File: config.mk
export PLATFORM = sky130hd
export DESIGN_NAME = uart_tx_scheduler
export DESIGN_NICKNAME = d
export VERILOG_FILES = /design/src/rtl/uart_tx_scheduler.sv
export SDC_FILE = /design/constraint.sdc
export NUM_CORES = 1
export LEC_CHECK = 0
export CAP_MARGIN = 10
export CORE_UTILIZATION = 42
export DETAILED_ROUTE_END_ITERATION = 10
export DONT_BUFFER_PORTS = 1
export GPL_ROUTABILITY_DRIVEN = 0
export HOLD_SLACK_MARGIN = 0.12
export SYNTH_ARGS = -nofsm -noshare
export SYNTH_HDL_FRONTEND = slang
export SYNTH_SLANG_ARGS = --single-unit
File: constraint.sdc
create_clock -name CLK -period 6.2 [get_ports CLK]
set_clock_uncertainty 0.15 [all_clocks]
set_input_delay 0.62 -clock CLK [delete_from_list [all_inputs] [get_ports CLK]]
set_output_delay 0.62 -clock CLK [all_outputs]
set_load 0.005 [all_outputs]
File: src/rtl/uart_tx_scheduler.sv
// Shares the UART TX frame engine between the ALU result path (two bytes, LSB first)
// and the register-file read path (one byte) with round-robin arbitration.
module uart_tx_scheduler #(
  parameter int DATA_WIDTH   = 8,
  parameter int BUSY_TIMEOUT = 16
) (
  input  logic                    CLK,
  input  logic                    RST,
  input  logic [2*DATA_WIDTH-1:0] alu_out,
  input  logic                    alu_valid,
  input  logic [DATA_WIDTH-1:0]   rd_data,
  input  logic                    rd_valid,
  input  logic                    tx_busy,
  input  logic                    clr_err,
  output logic [DATA_WIDTH-1:0]   tx_p_data,
  output logic                    tx_d_valid,
  output logic                    sched_busy,
  output logic                    overrun,
  output logic                    timeout_err
);

  localparam int CNT_W = $clog2(BUSY_TIMEOUT + 1);
  localparam logic [CNT_W-1:0] CNT_MAX = CNT_W'(BUSY_TIMEOUT);
  localparam logic GRANT_ALU = 1'b1;
  localparam logic GRANT_RD  = 1'b0;

  typedef enum logic [2:0] {IDLE, SEND, WAIT_HI, WAIT_LO, NEXT} state_e;

  state_e                  state_q, state_d;
  logic                    alu_pend_q, alu_pend_d;
  logic                    rd_pend_q, rd_pend_d;
  logic [2*DATA_WIDTH-1:0] alu_buf_q, alu_buf_d;
  logic [DATA_WIDTH-1:0]   rd_buf_q, rd_buf_d;
  logic                    grant_q, grant_d;
  logic                    last_grant_q, last_grant_d;
  logic                    byte_idx_q, byte_idx_d;
  logic [CNT_W-1:0]        cnt_q, cnt_d;
  logic [DATA_WIDTH-1:0]   tx_data_q, tx_data_d;
  logic                    overrun_q, overrun_d;
  logic                    timeout_q, timeout_d;

  logic                    rel_alu, rel_rd, timeout_set, overrun_set, pick;
  logic [CNT_W-1:0]        cnt_inc;

  always_ff @(posedge CLK) begin
    if (RST) begin
      state_q      <= IDLE;
      alu_pend_q   <= 1'b0;
      rd_pend_q    <= 1'b0;
      alu_buf_q    <= '0;
      rd_buf_q     <= '0;
      grant_q      <= GRANT_RD;
      last_grant_q <= GRANT_ALU;
      byte_idx_q   <= 1'b0;
      cnt_q        <= '0;
      tx_data_q    <= '0;
      overrun_q    <= 1'b0;
      timeout_q    <= 1'b0;
    end else begin
      state_q      <= state_d;
      alu_pend_q   <= alu_pend_d;
      rd_pend_q    <= rd_pend_d;
      alu_buf_q    <= alu_buf_d;
      rd_buf_q     <= rd_buf_d;
      grant_q      <= grant_d;
      last_grant_q <= last_grant_d;
      byte_idx_q   <= byte_idx_d;
      cnt_q        <= cnt_d;
      tx_data_q    <= tx_data_d;
      overrun_q    <= overrun_d;
      timeout_q    <= timeout_d;
    end
  end

  // The outgoing byte is loaded on every transition into SEND so it is already valid during the strobe.
  always_comb begin
    state_d      = state_q;
    grant_d      = grant_q;
    last_grant_d = last_grant_q;
    byte_idx_d   = byte_idx_q;
    cnt_d        = cnt_q;
    tx_data_d    = tx_data_q;
    rel_alu      = 1'b0;
    rel_rd       = 1'b0;
    timeout_set  = 1'b0;
    pick         = (alu_pend_q && rd_pend_q) ? ~last_grant_q : alu_pend_q;
    cnt_inc      = cnt_q + 1'b1;
    case (state_q)
      IDLE: begin
        if (alu_pend_q || rd_pend_q) begin
          grant_d      = pick;
          last_grant_d = pick;
          byte_idx_d   = 1'b0;
          tx_data_d    = pick ? alu_buf_q[DATA_WIDTH-1:0] : rd_buf_q;
          state_d      = SEND;
        end
      end
      SEND: begin
        cnt_d   = '0;
        state_d = WAIT_HI;
      end
      WAIT_HI: begin
        if (tx_busy) begin
          state_d = WAIT_LO;
        end else begin
          cnt_d = (cnt_q == CNT_MAX) ? cnt_q : cnt_inc;
          if (cnt_q == CNT_MAX || cnt_inc == CNT_MAX) begin
            timeout_set = 1'b1;
            rel_alu     = (grant_q == GRANT_ALU);
            rel_rd      = (grant_q == GRANT_RD);
            state_d     = IDLE;
          end
        end
      end
      WAIT_LO: begin
        if (!tx_busy) state_d = NEXT;
      end
      NEXT: begin
        if (grant_q == GRANT_ALU && !byte_idx_q) begin
          byte_idx_d = 1'b1;
          tx_data_d  = alu_buf_q[2*DATA_WIDTH-1:DATA_WIDTH];
          state_d    = SEND;
        end else begin
          rel_alu = (grant_q == GRANT_ALU);
          rel_rd  = (grant_q == GRANT_RD);
          state_d = IDLE;
        end
      end
      default: state_d = IDLE;
    endcase
  end

  // A strobe arriving in the release cycle of its own source is a fresh capture, not an overrun.
  always_comb begin
    alu_pend_d  = alu_pend_q & ~rel_alu;
    rd_pend_d   = rd_pend_q & ~rel_rd;
    alu_buf_d   = alu_buf_q;
    rd_buf_d    = rd_buf_q;
    overrun_set = 1'b0;
    if (alu_valid) begin
      if (!alu_pend_q || rel_alu) begin
        alu_pend_d = 1'b1;
        alu_buf_d  = alu_out;
      end else begin
        overrun_set = 1'b1;
      end
    end
    if (rd_valid) begin
      if (!rd_pend_q || rel_rd) begin
        rd_pend_d = 1'b1;
        rd_buf_d  = rd_data;
      end else begin
        overrun_set = 1'b1;
      end
    end
    overrun_d = overrun_set | (overrun_q & ~clr_err);
    timeout_d = timeout_set | (timeout_q & ~clr_err);
  end

  always_comb begin
    tx_p_data   = tx_data_q;
    tx_d_valid  = (state_q == SEND);
    sched_busy  = (state_q != IDLE) || alu_pend_q || rd_pend_q;
    overrun     = overrun_q;
    timeout_err = timeout_q;
  end

endmodule

==> results.md <==
- Status: finished, final reports clean
- CTS Buf Count: 5
- Worst slew pin tran: 0.813 ns
- Vias per cell: 5.30
- Drt pass-1 iters: 4
- CP Capture Type: flop
- Syn_area_per_cell: 8.98 sq um
- Max IR drop VDD: 0.000139 V
- Total track usage: 0.178
- Setup total negative slack: 0 ns
- Max_cap viols: 0
- Critical path class: reg2reg
- Commonest non-fill, non-tap cell in the layout: dfxtp_1
- Synthesized cell area: 2120 sq um
- Slew headroom: 0.458
- Vias in the first global route: 1489
- Cells after Synth: 236
- Hold Violations, Final: 0
- DR iter-0 viols: 106
- Initial antenna violation count: 0
- Peak Freq: 397 MHz
- Net load switching power: 0.174 mW
- Fill count: 470
- Die Footprint: 5330 sq um
- CTS H-tree depth: 2
- Flop pwr share: 0.553
- Worst hold margin: 0.239 ns
- Ratio of final minimum period to clock period: 0.407
- Multi-input gate area: 1080 sq um
- WP data required: 6.25 ns
- Root Buffer: clkbuf_8
- Per-cell routed wire length: 14.6 um
- Initial Utilization: 0.443
- DP Wirelength: 3030 um
- Drt drc: 0
- Nets: 263
- Synthesized flop and latch total: 47
- Hold Path Depth: 1
- HP Class: in2reg
- Total inserted antenna cells: 0
- I/O Pins: 42
- R2r worst-path depth: 6
- Reg clk slew, reported paths: 0.09 ns
- Vias post-DR: 1586
- Leak pwr: 0.851 nW
- First-pass GRT wire length: 7220 um
- Clk_lat worst skew: 0.30 ns
- Setup Viol. Count Final: 0
- P&R area growth vs syn: 4.37%
- Cts hold-fix bufs: 0
- Clk network pwr share: 0.297
- Layout cells sized above 1: 0.0603
- Most frequent cells in the layout: dfxtp_1, nor2_1, mux2i_1, nand2_1, a21oi_1
- Sequential Area: 941 sq um
- Yosys Warn Count: 0
- Die Ht: 73.0 um
- Gr ovfl total: 0
- I/O Buffers: 0
- Routed wire length: 4370 um
- Core Box Area: 4790 sq um
- Slew Viols, Final: 0
- Cell row count: 25
- Post-route minimum period: 2.52 ns
- Sequential area share after synthesis: 0.444
- Largest fanout on the critical path: 16
- Post-cts resize count: 0
- TritonCTS clock tree: yes
- Sink Count: 47
- Syn_nets: 268
- Logic gate share of total power: 0.149
- Sw Share: 0.285
- Worst Setup Start Kind: flop
- Pint: 0.436 mW
- Die width: 73.0 um
- RSZ-0062 raised after global routing: false
- Post-route antenna net violation count: 0
- Pin count of the biggest net entering global routing: 48
- Longest Clk Path Bufs: 2
- Setup bufs post-CTS: 0
- WP data arrival: 2.57 ns
- Post-synth cell types: 42
- PwrDens: 276 nW/um^2
[cell families (layout without fill, tap and decap cells)]
kind of cell	after synthesis	in the layout	synth area share
and+or+nand+nor	91	91	0.200
DFF	47	47	0.444
muxes	32	32	0.151
AOI/OAI and AO/OA	47	47	0.147
buffers and inverters	17	13	0.0466
adders and majority gates	2	2	0.0118
[layout make-up]
cell class | instances | share of cell area
repair buffers | 1 | 0.00339
well taps | 67 | 0.0379
inverters | 4 | 0.00679
flip-flops and latches | 47 | 0.425
clock inverters | 2 | 0.00566
multi-input cells | 172 | 0.488
clock buffers | 6 | 0.0328
[cells in the mapped netlist]
cell type	instances	area share
inv_1	4	0.0071
a311oi_1	2	0.0083
o211a_1	1	0.0047
nand2b_4	1	0.0065
nand2b_1	2	0.0059
nor4b_1	1	0.0041
and2_1	2	0.0059
o31ai_1	2	0.0071
o21a_1	1	0.0035
nand3_1	3	0.0071
a211oi_1	1	0.0035
a22oi_1	1	0.0035
a41oi_1	2	0.0083
o211ai_2	1	0.0059
mux2i_1	32	0.15
a222oi_1	1	0.0047
a21o_1	1	0.0035
nand3b_1	2	0.0071
or2_2	2	0.0059
clkbuf_1	7	0.012
dfxtp_1	47	0.44
nor2b_1	1	0.0030
and3b_1	1	0.0041
o21ai_0	5	0.012
nor2_1	39	0.069
and4b_1	1	0.0047
nand4_1	1	0.0030
or3_4	1	0.0053
buf_6	2	0.011
o211ai_1	8	0.028
ha_1	2	0.012
buf_2	3	0.0071
a21oi_1	16	0.038
a21boi_0	1	0.0035
buf_12	1	0.0094
a2111oi_0	1	0.0041
nor3_1	5	0.012
o21ai_1	1	0.0024
nor3b_1	1	0.0035
nand2_1	27	0.048
nor3_2	1	0.0047
a31oi_1	2	0.0059
[power by group through the flow]
| stage | registers, mW | logic, mW | clock network, mW |
|---|---|---|---|
| floorplan | 0.335 | 0.0894 | 0 |
| global placement | 0.344 | 0.0911 | 0 |
| detailed placement | 0.345 | 0.0912 | 0 |
| CTS | 0.337 | 0.0919 | 0.191 |
| global route | 0.341 | 0.103 | 0.198 |
| finish | 0.338 | 0.0911 | 0.181 |
[worst max-delay path: stages, from the launching register on]
cell and delay [ns]:
dfxtp_1 0.50, nand2b_4 0.12, or3_4 0.36, nor3_2 0.23, o211a_1 0.72, mux2i_1 0.29, nor2_1 0.05
[registers in the layout, indices dropped and copies added (netlist names)]
register      count
overrun           1
alu_buf_q        16
state_q           3
rd_buf_q          8
last_grant_q      1
byte_idx_q        1
rd_pend_q         1
grant_q           1
cnt_q             5
alu_pend_q        1
tx_p_data         8
timeout_err       1
[worst paths after layout]
check / from / end / slack (ns)
worst max register to register: state_q[1]$_SDFFE_PP0P_ / alu_buf_q[12]$_SDFFE_PP0P_ / 3.68
worst min register to register: tx_p_data[1]$_SDFFE_PP0P_ / tx_p_data[1]$_SDFFE_PP0P_ / 0.32
worst min-delay path: tx_busy / state_q[2]$_SDFFE_PP0P_ / 0.24
worst max-delay path: state_q[1]$_SDFFE_PP0P_ / alu_buf_q[12]$_SDFFE_PP0P_ / 3.68
[per-stage QoR]
stage / instance area, sq um / utilization / instances / setup WS (ns) / power, mW
3_3_place_gp: 2130 / 0.444 / 291 / 3.69 / 0.435
5_1_grt: 2210 / 0.462 / 299 / 3.48 / 0.643
3_5_place_dp: 2130 / 0.444 / 291 / 3.64 / 0.436
6_report: 2210 / 0.462 / 299 / 3.68 / 0.610
2_1_floorplan: 2120 / - / 236 / 4.09 / 0.424
4_1_cts: 2210 / 0.462 / 299 / 3.67 / 0.620
[per-layer routing]
metal  vias to the layer above  global-route usage  share of wire
li1                        821                   -              -
met1                       719               0.240           0.50
met2                        39               0.259           0.42
met3                         7              0.0622          0.060
met4                         0              0.0675          0.015
met5                         -                   0              0
No activity file was read; power rests on OpenSTA's default activity.
